**config.mk**
```make
export PLATFORM = sky130hd
export DESIGN_NAME = sipo_frame_ctrl
export DESIGN_NICKNAME = d
export VERILOG_FILES = /design/src/rtl/sipo_frame_ctrl_pkg.sv /design/src/rtl/sipo_reg.sv /design/src/rtl/sipo_frame_ctrl.sv
export SDC_FILE = /design/constraint.sdc
export NUM_CORES = 1
export LEC_CHECK = 0
export BUFFER_PORTS_ARGS = -buffer_cell sky130_fd_sc_hd__buf_2
export CORE_MARGIN = 3
export CORE_UTILIZATION = 57
export DETAILED_ROUTE_END_ITERATION = 10
export PLACE_DENSITY = 0.79
export SLEW_MARGIN = 0
export SYNTH_ARGS = -nofsm -noshare
export SYNTH_HDL_FRONTEND = slang
export SYNTH_SLANG_ARGS = --single-unit
```
**constraint.sdc**
```tcl
create_clock -name clk -period 2.8 [get_ports clk]
set_clock_uncertainty 0.2 [all_clocks]
set_input_delay 0.56 -clock clk [delete_from_list [all_inputs] [get_ports clk]]
set_output_delay 0.56 -clock clk [all_outputs]
set_load 0.02 [all_outputs]
```
**src/rtl/sipo_frame_ctrl_pkg.sv**
```systemverilog
// Shared types and sizing helpers for the SIPO frame controller and its shift register.
package sipo_frame_ctrl_pkg;

  typedef enum logic [1:0] {
    IDLE    = 2'd0,
    SHIFT   = 2'd1,
    CAPTURE = 2'd2,
    HOLD    = 2'd3
  } state_t;

  localparam int FRAME_CNT_W = 16;

  // Bits needed to hold the values 0..n inclusive.
  function automatic int cnt_w(input int n);
    return $clog2(n + 1);
  endfunction

endpackage

```
**src/rtl/sipo_reg.sv**
```systemverilog
// Serial-in parallel-out shift register with selectable shift direction and a
// registered, optionally bit-reversed, parallel output.
module sipo_reg #(
  parameter int DATA_WIDTH = 32
) (
  input  logic                  clk,
  input  logic                  arst_n,
  input  logic                  we,
  input  logic                  shift_dir,
  input  logic                  out_dir,
  input  logic                  serial_in,
  output logic [DATA_WIDTH-1:0] parallel_out
);

  logic [DATA_WIDTH-1:0] shreg;
  logic [DATA_WIDTH-1:0] par_p1;

  function automatic logic [DATA_WIDTH-1:0] bit_rev(input logic [DATA_WIDTH-1:0] v);
    logic [DATA_WIDTH-1:0] r;
    for (int i = 0; i < DATA_WIDTH; i++) r[i] = v[DATA_WIDTH-1-i];
    return r;
  endfunction

  always_ff @(posedge clk or negedge arst_n) begin
    if (!arst_n) begin
      shreg <= '0;
    end else if (we) begin
      shreg <= shift_dir ? {shreg[DATA_WIDTH-2:0], serial_in}
                         : {serial_in, shreg[DATA_WIDTH-1:1]};
    end
  end

  // Output stage: one register after the shift chain, loaded every cycle.
  always_ff @(posedge clk or negedge arst_n) begin
    if (!arst_n) begin
      par_p1 <= '0;
    end else begin
      par_p1 <= out_dir ? bit_rev(shreg) : shreg;
    end
  end

  assign parallel_out = par_p1;

endmodule

```
**src/rtl/sipo_frame_ctrl.sv**
```systemverilog
// Frame controller: collects DATA_WIDTH serial bits into sipo_reg and presents the word
// on a valid/ready port. Optional inter-bit timeout under SIPO_FRAME_CTRL_TIMEOUT_EN.
module sipo_frame_ctrl
  import sipo_frame_ctrl_pkg::*;
#(
  parameter int DATA_WIDTH     = 32,
  parameter int TIMEOUT_CYCLES = 64
) (
  input  logic                   clk,
  input  logic                   arst_n,
  input  logic                   cfg_shift_dir,
  input  logic                   cfg_out_dir,
  input  logic                   flush,
  input  logic                   s_valid,
  input  logic                   s_data,
  output logic                   s_ready,
  output logic                   m_valid,
  output logic [DATA_WIDTH-1:0]  m_data,
  input  logic                   m_ready,
  output logic                   busy,
  output logic [FRAME_CNT_W-1:0] frame_cnt,
  output logic                   err_timeout
);

  localparam int BCW = cnt_w(DATA_WIDTH);

  if (DATA_WIDTH < 2) begin : g_bad_width
    $error("sipo_frame_ctrl: DATA_WIDTH must be 2 or more");
  end
  if (TIMEOUT_CYCLES < 1) begin : g_bad_timeout
    $error("sipo_frame_ctrl: TIMEOUT_CYCLES must be 1 or more");
  end

  state_t                state;
  logic [BCW-1:0]        bit_cnt;
  logic                  shift_dir_q;
  logic                  out_dir_q;
  logic                  acc;
  logic                  last_bit;
  logic                  timeout_hit;
  logic                  sipo_shift_dir;
  logic                  sipo_out_dir;
  logic [DATA_WIDTH-1:0] par_data;

  // s_ready is held low while reset is asserted so nothing is taken during reset.
  assign s_ready  = arst_n & ~flush & ((state == IDLE) | (state == SHIFT));
  assign acc      = s_valid & s_ready;
  assign last_bit = (bit_cnt == BCW'(DATA_WIDTH - 1));
  assign busy     = (state != IDLE);
  assign m_valid  = (state == HOLD);
  assign m_data   = m_valid ? par_data : '0;

  assign sipo_shift_dir = (state == IDLE) ? cfg_shift_dir : shift_dir_q;
  assign sipo_out_dir   = (state == IDLE) ? cfg_out_dir   : out_dir_q;

  always_ff @(posedge clk or negedge arst_n) begin
    if (!arst_n) begin
      state       <= IDLE;
      bit_cnt     <= '0;
      shift_dir_q <= 1'b0;
      out_dir_q   <= 1'b0;
      frame_cnt   <= '0;
    end else if (flush) begin
      state   <= IDLE;
      bit_cnt <= '0;
    end else begin
      case (state)
        IDLE: if (acc) begin
          shift_dir_q <= cfg_shift_dir;
          out_dir_q   <= cfg_out_dir;
          bit_cnt     <= BCW'(1);
          state       <= SHIFT;
        end
        SHIFT: if (timeout_hit) begin
          state   <= IDLE;
          bit_cnt <= '0;
        end else if (acc) begin
          bit_cnt <= bit_cnt + BCW'(1);
          if (last_bit) state <= CAPTURE;
        end
        CAPTURE: state <= HOLD;
        HOLD: if (m_ready) begin
          state     <= IDLE;
          bit_cnt   <= '0;
          frame_cnt <= frame_cnt + FRAME_CNT_W'(1);
        end
        default: state <= IDLE;
      endcase
    end
  end

`ifdef SIPO_FRAME_CTRL_TIMEOUT_EN
  localparam int TCW = cnt_w(TIMEOUT_CYCLES);

  logic [TCW-1:0] idle_cnt;
  logic           err_q;

  // idle_cnt counts consecutive SHIFT cycles without an accepted bit.
  assign timeout_hit = (state == SHIFT) & ~flush & ~acc &
                       (idle_cnt == TCW'(TIMEOUT_CYCLES - 1));

  always_ff @(posedge clk or negedge arst_n) begin
    if (!arst_n) begin
      idle_cnt <= '0;
      err_q    <= 1'b0;
    end else if (flush) begin
      idle_cnt <= '0;
      err_q    <= 1'b0;
    end else begin
      if ((state != SHIFT) || acc || timeout_hit) idle_cnt <= '0;
      else                                        idle_cnt <= idle_cnt + TCW'(1);
      if (timeout_hit) err_q <= 1'b1;
    end
  end

  assign err_timeout = err_q;
`else
  assign timeout_hit = 1'b0;
  assign err_timeout = 1'b0;
`endif

  sipo_reg #(
    .DATA_WIDTH (DATA_WIDTH)
  ) u_sipo_reg (
    .clk          (clk),
    .arst_n       (arst_n),
    .we           (acc),
    .shift_dir    (sipo_shift_dir),
    .out_dir      (sipo_out_dir),
    .serial_in    (s_data),
    .parallel_out (par_data)
  );

endmodule

```
==> results of run 1 <==
==> stage by stage <==
step                std cells  total power [µW]  hold WS, ns  util, %  cell area (µm²)
floorplan                 384              2540       0.0644        -             4410
global placement          525              2720        0.223     64.7             4770
detailed placement        525              2760        0.222     64.7             4770
CTS                       542              3570        0.284     67.3             4960
global route              542              3740        0.305     67.3             4960
finish                    543              3530        0.278     67.4             4960
==> state kept, by name, indices dropped and copies added, names as in the netlist <==
| name | count |
|---|---|
| state | 2 |
| out_dir_q | 1 |
| shift_dir_q | 1 |
| bit_cnt | 6 |
| frame_cnt | 16 |
| u_sipo_reg.shreg | 32 |
| u_sipo_reg.parallel_out | 32 |
==> cells by family after synthesis <==
| family | after synthesis |
|---|---|
| multiplexers | 70 |
| XOR/XNOR | 15 |
| buffers and inverters | 30 |
| AND/OR/NAND/NOR | 122 |
| other | 1 |
| AO/OA/AOI/OAI | 49 |
| adder cells (fa/ha/maj) | 7 |
| flip-flops | 90 |
==> placed cells by master (no fill, tap or decap), drive strengths merged, types with 5 or more instances in the layout <==
cell type	count
nand3	13
mux2i	36
a21oi	6
clkbuf	11
nor2	8
xnor2	12
dfrtp	90
and2	33
nand4	5
nand2	44
buf	64
ha	7
inv	9
mux2	34
o21ai	32
==> worst reg2reg max path, cell delays in order (launching register included) <==
cell	delay (ns)
dfrtp_1	0.42
inv_1	0.13
ha_2	0.37
mux2i_4	0.30
buf_12	0.26
mux2i_1	0.26
o21ai_0	0.10
==> cell type report <==
| class | instances | area (µm²) | area share [%] |
|---|---|---|---|
| flip-flops and latches | 90 | 2250 | 45.4 |
| multi-input cells | 264 | 1990 | 40.1 |
| repair buffers | 65 | 385 | 7.76 |
| clock buffers | 11 | 141 | 2.85 |
| well taps | 99 | 124 | 2.49 |
| clock inverters | 5 | 38.8 | 0.781 |
| inverters | 8 | 30.0 | 0.605 |
| diodes | 1 | 2.50 | 0.0504 |
==> metal layers <==
metal / track usage [%] / routed length [µm] / vias to the layer above / share of wire [%]
met5: 0 / 0 / - / 0
met4: 7.22 / 130 / 0 / 1.6
met3: 3.45 / 286 / 10 / 3.6
met2: 31.9 / 3920 / 43 / 50
met1: 24.6 / 3560 / 1407 / 45
li1: - / - / 1422 / -
==> power breakdown <==
| part | switching, µW | internal (µW) |
|---|---|---|
| Clock | 448 | 350 |
| Sequential | 129 | 1450 |
| Combinational | 619 | 539 |
==> repair_timing <==
action | 4_1_cts | 5_1_grt
setup endpoints to repair | 0 | 1
hold buffers | 1 | 0
endpoints found under the hold margin | 9 | 0
resized for setup | 0 | 2
==> worst min-delay path by stage <==
stage | start | endpoint | cells past startpoint | slack [ns]
after floorplan | arst_n | bit_cnt[0] | 0 | 0.06
after global placement | arst_n | frame_cnt[2] | 1 | 0.22
after detailed placement | arst_n | frame_cnt[2] | 1 | 0.22
after CTS | frame_cnt[15] | frame_cnt[15] | 1 | 0.28
after global routing | cfg_shift_dir | shift_dir_q | 2 | 0.30
final | frame_cnt[15] | frame_cnt[15] | 1 | 0.28
==> impl_metrics.py, run 1 <==
metrics = {
    "worst_setup_path": {
        "path_cells": "ha_1 > buf_4 > and2_1 > buf_2",
        "crit_required_ns": 2.04,
        "cp-startpoint": "state[1]",
        "cpPeakStageDelay_ns": 0.42,
        "criticalPathCategory": "reg -> out",
        "reg2reg_depth": 6,
        "worstReg2RegEnd": "u_sipo_reg.shreg[1]",
        "critPathArrivalTime_ns": 1.89,
        "critPathSlowestCell": "ha_1",
        "cp_max_fo": 33,
        "cp.depth": 4,
        "crit_end": "m_data[31]",
        "reg2reg_setup_slack_ns": 0.64,
        "cp_top_family": "buffers and inverters",
        "rr_startpoint": "state[1]",
        "end_kind": "output port",
        "critPathBufInv": 2,
        "cp-start-kind": "register",
    },
    "routing": {
        "wl_um": 7900,
        "post_drt_via_cell_ratio": 5.31,
        "first_iter_violations": 203,
        "first_pass_iters": 4,
        "drc_errors": 0,
        "avgRoutedWirePerCell_um": 14.5,
        "ant_nets": 0,
        "vias": 2882,
    },
    "hold_path": {
        "hp-class": "reg -> reg",
    },
    "outcome": {
        "status": "complete, no violations",
    },
    "logic_synthesis": {
        "synthTopCellsByCount": "dfrtp_1 (90), nand2_1 (44), mux2i_1 (34), and2_1 (33), mux2_2 (33)",
        "syn-num-nets": 399,
        "post_synth.cell_area_avg_um2": 11.5,
        "synth_compound_area_share_pct": 7.12,
        "ys.warnings.count": 0,
        "synth_cells": 384,
        "synthTopCellsByArea": "dfrtp_1 (51%), mux2_2 (8.4%), mux2i_1 (7.7%), and2_1 (4.7%), nand2_1 (3.7%)",
        "synth.most_common_cell": "dfrtp_1",
        "seq_area_frac_synth_pct": 51.1,
        "synthArstFlopShare_pct": 100,
        "syn_area_um2": 4410,
        "synth_mux_area_share_pct": 17.2,
        "synth_cell_types": 49,
        "synth_edf_count": 0,
        "synth_top_family_by_area": "multiplexers",
        "synth_fa_ha_area_share_pct": 1.99,
        "yosys.area_share.simple_pct": 15.3,
        "synth_xor_area_share_pct": 2.98,
        "synth_top_cell_by_area": "dfrtp_1",
        "synth_top_area_share_pct": 51.1,
        "ys_ff_latch": 90,
        "dominantRegCellSynth": "dfrtp_1",
    },
    "placement": {
        "place_congestion": 0.801,
        "dpl.hpwl_um": 5440,
        "port_buffers": 58,
        "preCtsSetupSlack_ns": 0.482,
    },
    "clock_network": {
        "root_buffer": "clkbuf_8",
        "clk_latency_ns": 0.34,
        "cts_tree": "built",
        "htreeDepth": 3,
        "clk_pin_slew_ns": 0.09,
        "clock-sinks": 90,
        "cts_buffers": 9,
        "post-cts-setup-buffers": 0,
        "clk_path_buf_depth": 2,
    },
    "global_routing": {
        "grt_overflow": 0,
        "grt_pass1_vias": 2786,
        "grt_util_all_layers_pct": 19.0,
        "grt_max_degree": 65,
        "antenna_found_initial": 0,
        "grt_pass1_wl_um": 13200,
    },
    "power": {
        "pwr_density_cell_nw_per_um2": 712,
        "p_leak_uw": 0.00252,
        "irDropWorstVdd_v": 0.000333,
    },
    "final_layout": {
        "n_fill_cell": 560,
        "drive_gt1_share_pct": 28.9,
        "nNetsFinal": 453,
        "area_growth_pct": 12.6,
    },
    "sta": {
        "setup_slack_ns": 0.151,
        "tightestPinTransition_ns": 0.702,
        "grt_setup_unrepaired": "false",
        "setup_tns_ns": 0,
        "period_needed_ns": 2.65,
        "max_freq_mhz": 377,
        "hold_violations": 0,
        "drv_slew": 0,
        "finalSetupViolCount": 0,
        "slew_headroom_pct": 53.2,
        "fin_crit_sh_pct": 94.6,
    },
    "floorplanning": {
        "start_util_pct": 59.8,
        "fp.coreArea_um2": 7370,
        "rows": 31,
        "boundaryPins": 60,
        "die_h_um": 93.9,
        "die_w_um": 93.9,
        "die_area_um2": 8820,
    },
    "flow_run": {
        "drv_cap": 0,
    },
}
No activity file was read; power rests on OpenSTA's default activity.
==> inputs of run 2 (changes only) <==
Settings changed: CELL_PAD_IN_SITES_DETAIL_PLACEMENT set to 0, CELL_PAD_IN_SITES_GLOBAL_PLACEMENT set to 1, CORE_UTILIZATION 57 to 46, PLACE_DENSITY 0.79 to unset, PLACE_DENSITY_LB_ADDON set to 0.1.
==> run 2 against run 1 <==
  * Design area rose by 1.5%
  * First-iteration DRC count fell by 51%
  * Critical path depth did not move
  * Utilization fell by 13 points
  * Via count rose by 0.28%
  * Wire length rose by 6.2%
  * Total power rose by 3.6%
  * Hold slack got worse by 0.012 ns
  * Cell count rose by 5.9%
  * Fmax rose by 1.7%
  * Clock-buffer cell count did not move
  * Critical path type unchanged
  * Critical endpoint is now m_data[9]
  * Highest routed layer is now met5
==> impl_metrics.py, run 2 (same netlist as run 1, synthesis figures left out) <==
metrics = {
    "placement": {
        "port_buffers": 58,
        "place_congestion": 0.773,
        "dpl.hpwl_um": 5570,
        "dp.cells": 558,
    },
    "worst_setup_path": {
        "critPathBufInv": 2,
        "cp-start-kind": "register",
        "critPathSlowestCell": "ha_1",
        "cp_top_family": "adder cells",
        "rr_startpoint": "state[0]",
        "criticalPathCategory": "reg -> out",
        "critPathArrivalTime_ns": 1.84,
        "path_cells": "ha_1 > buf_4 > and2_1 > buf_2",
        "crit_required_ns": 2.04,
        "end_kind": "output port",
        "cp-startpoint": "state[0]",
        "cpPeakStageDelay_ns": 0.47,
        "cp_max_fo": 17,
    },
    "sta": {
        "setup_tns_ns": 0,
        "drv_slew": 0,
        "max_freq_mhz": 384,
        "grt_setup_unrepaired": "false",
        "hold_violations": 0,
        "finalSetupViolCount": 0,
        "period_needed_ns": 2.60,
        "slew_headroom_pct": 44.2,
        "fin_crit_sh_pct": 93.0,
        "tightestPinTransition_ns": 0.836,
    },
    "power": {
        "p_leak_uw": 0.00255,
        "irDropWorstVdd_v": 0.000311,
        "pwr_density_cell_nw_per_um2": 727,
    },
    "global_routing": {
        "grt_max_degree": 65,
        "grt_pass1_vias": 2957,
        "grt_pass1_wl_um": 14700,
        "grt_util_all_layers_pct": 16.5,
        "grt_overflow": 0,
        "antenna_found_initial": 1,
    },
    "clock_network": {
        "clk_pin_slew_ns": 0.09,
        "clk_latency_ns": 0.35,
        "root_buffer": "clkbuf_8",
        "cts_tree": "built",
        "cts_buffers": 9,
        "htreeDepth": 3,
        "clk_path_buf_depth": 2,
        "clock-sinks": 90,
    },
    "floorplanning": {
        "die_h_um": 104,
        "start_util_pct": 47.5,
        "fp.coreArea_um2": 9280,
        "die_area_um2": 10800,
        "boundaryPins": 60,
        "die_w_um": 104,
        "rows": 35,
    },
    "routing": {
        "vias": 2890,
        "ant_nets": 0,
        "avgRoutedWirePerCell_um": 14.6,
        "post_drt_via_cell_ratio": 5.03,
        "drc_errors": 0,
        "first_iter_violations": 99,
        "first_pass_iters": 4,
        "wl_um": 8380,
    },
    "final_layout": {
        "post-route-util_pct": 54.3,
        "stdcell_count": 575,
        "final_cell_mix": "dfrtp_1 (90), buf_2 (57), nand2_1 (44)",
        "nNetsFinal": 456,
        "drive_gt1_share_pct": 28.9,
        "n_antenna_cell": 0,
        "area_growth_pct": 14.3,
        "final_common_cell": "dfrtp_1",
    },
    "hold_path": {
        "hp-class": "reg -> reg",
        "worstHoldStart": "frame_cnt[15]",
    },
    "outcome": {
        "status": "complete, no violations",
    },
    "flow_run": {
        "drv_cap": 0,
    },
}
## run 2: power by group
| group | switching (µW) | total [µW] | internal [µW] | leakage, µW |
|---|---|---|---|---|
| combinational | 630 | 1180 | 554 | 0.00121 |
| clock | 461 | 901 | 441 | 0.0000922 |
| sequential | 129 | 1580 | 1450 | 0.00124 |
| total | 1220 | 3660 | 2440 | 0.00255 |
## run 2: layer usage
layer  wire length (µm)  track usage [%]
met5                 18                0
met1               4090             23.3
met4                107             5.98
met2               3930             25.3
met3                238             3.54
## run 2: worst paths after layout
| kind | to | slack, ns | depth (start not counted) |
|---|---|---|---|
| min in group asynchronous | u_sipo_reg.shreg[30] | 0.38 | 2 |
| max | m_data[9] | 0.20 | 4 |
| max in group asynchronous | bit_cnt[1] | 0.97 | 3 |
| min reg2reg | frame_cnt[15] | 0.27 | 1 |
| min | frame_cnt[15] | 0.27 | 1 |
| max reg2reg | state[1] | 0.59 | 7 |
## run 2: worst register-to-register path: cells and delay by family, from the launching register on
kind	cells	cell delay (ns)
buf+inv	2	0.32
fa+ha+maj	1	0.34
compound gates	4	0.84
flops	1	0.41
## run 2: area by class of cell
cell class | count | area (µm²)
flip-flops and latches | 90 | 2250
clock buffers | 11 | 141
well taps | 129 | 161
clock inverters | 5 | 61.3
fillers | 845 | 4240
multi-input cells | 264 | 1990
inverters | 8 | 30.0
repair buffers | 68 | 408
## run 2: what timing repair did
item                                   in CTS  in global routing
setup buffers                               0                  0
hold buffers                                1                  0
resized for setup                           0                  0
endpoints found under the hold margin       4                  0
## run 2: stage by stage
stage	cell area (µm²)	hold slack (ns)	power, µW	setup slack, ns
6_report	5040	0.267	3660	0.196
3_3_place_gp	4830	0.201	2780	0.611
4_1_cts	5040	0.275	3720	0.175
3_5_place_dp	4830	0.202	2800	0.583
2_1_floorplan	4410	0.0644	2540	0.723
5_1_grt	5040	0.291	3880	0.0808
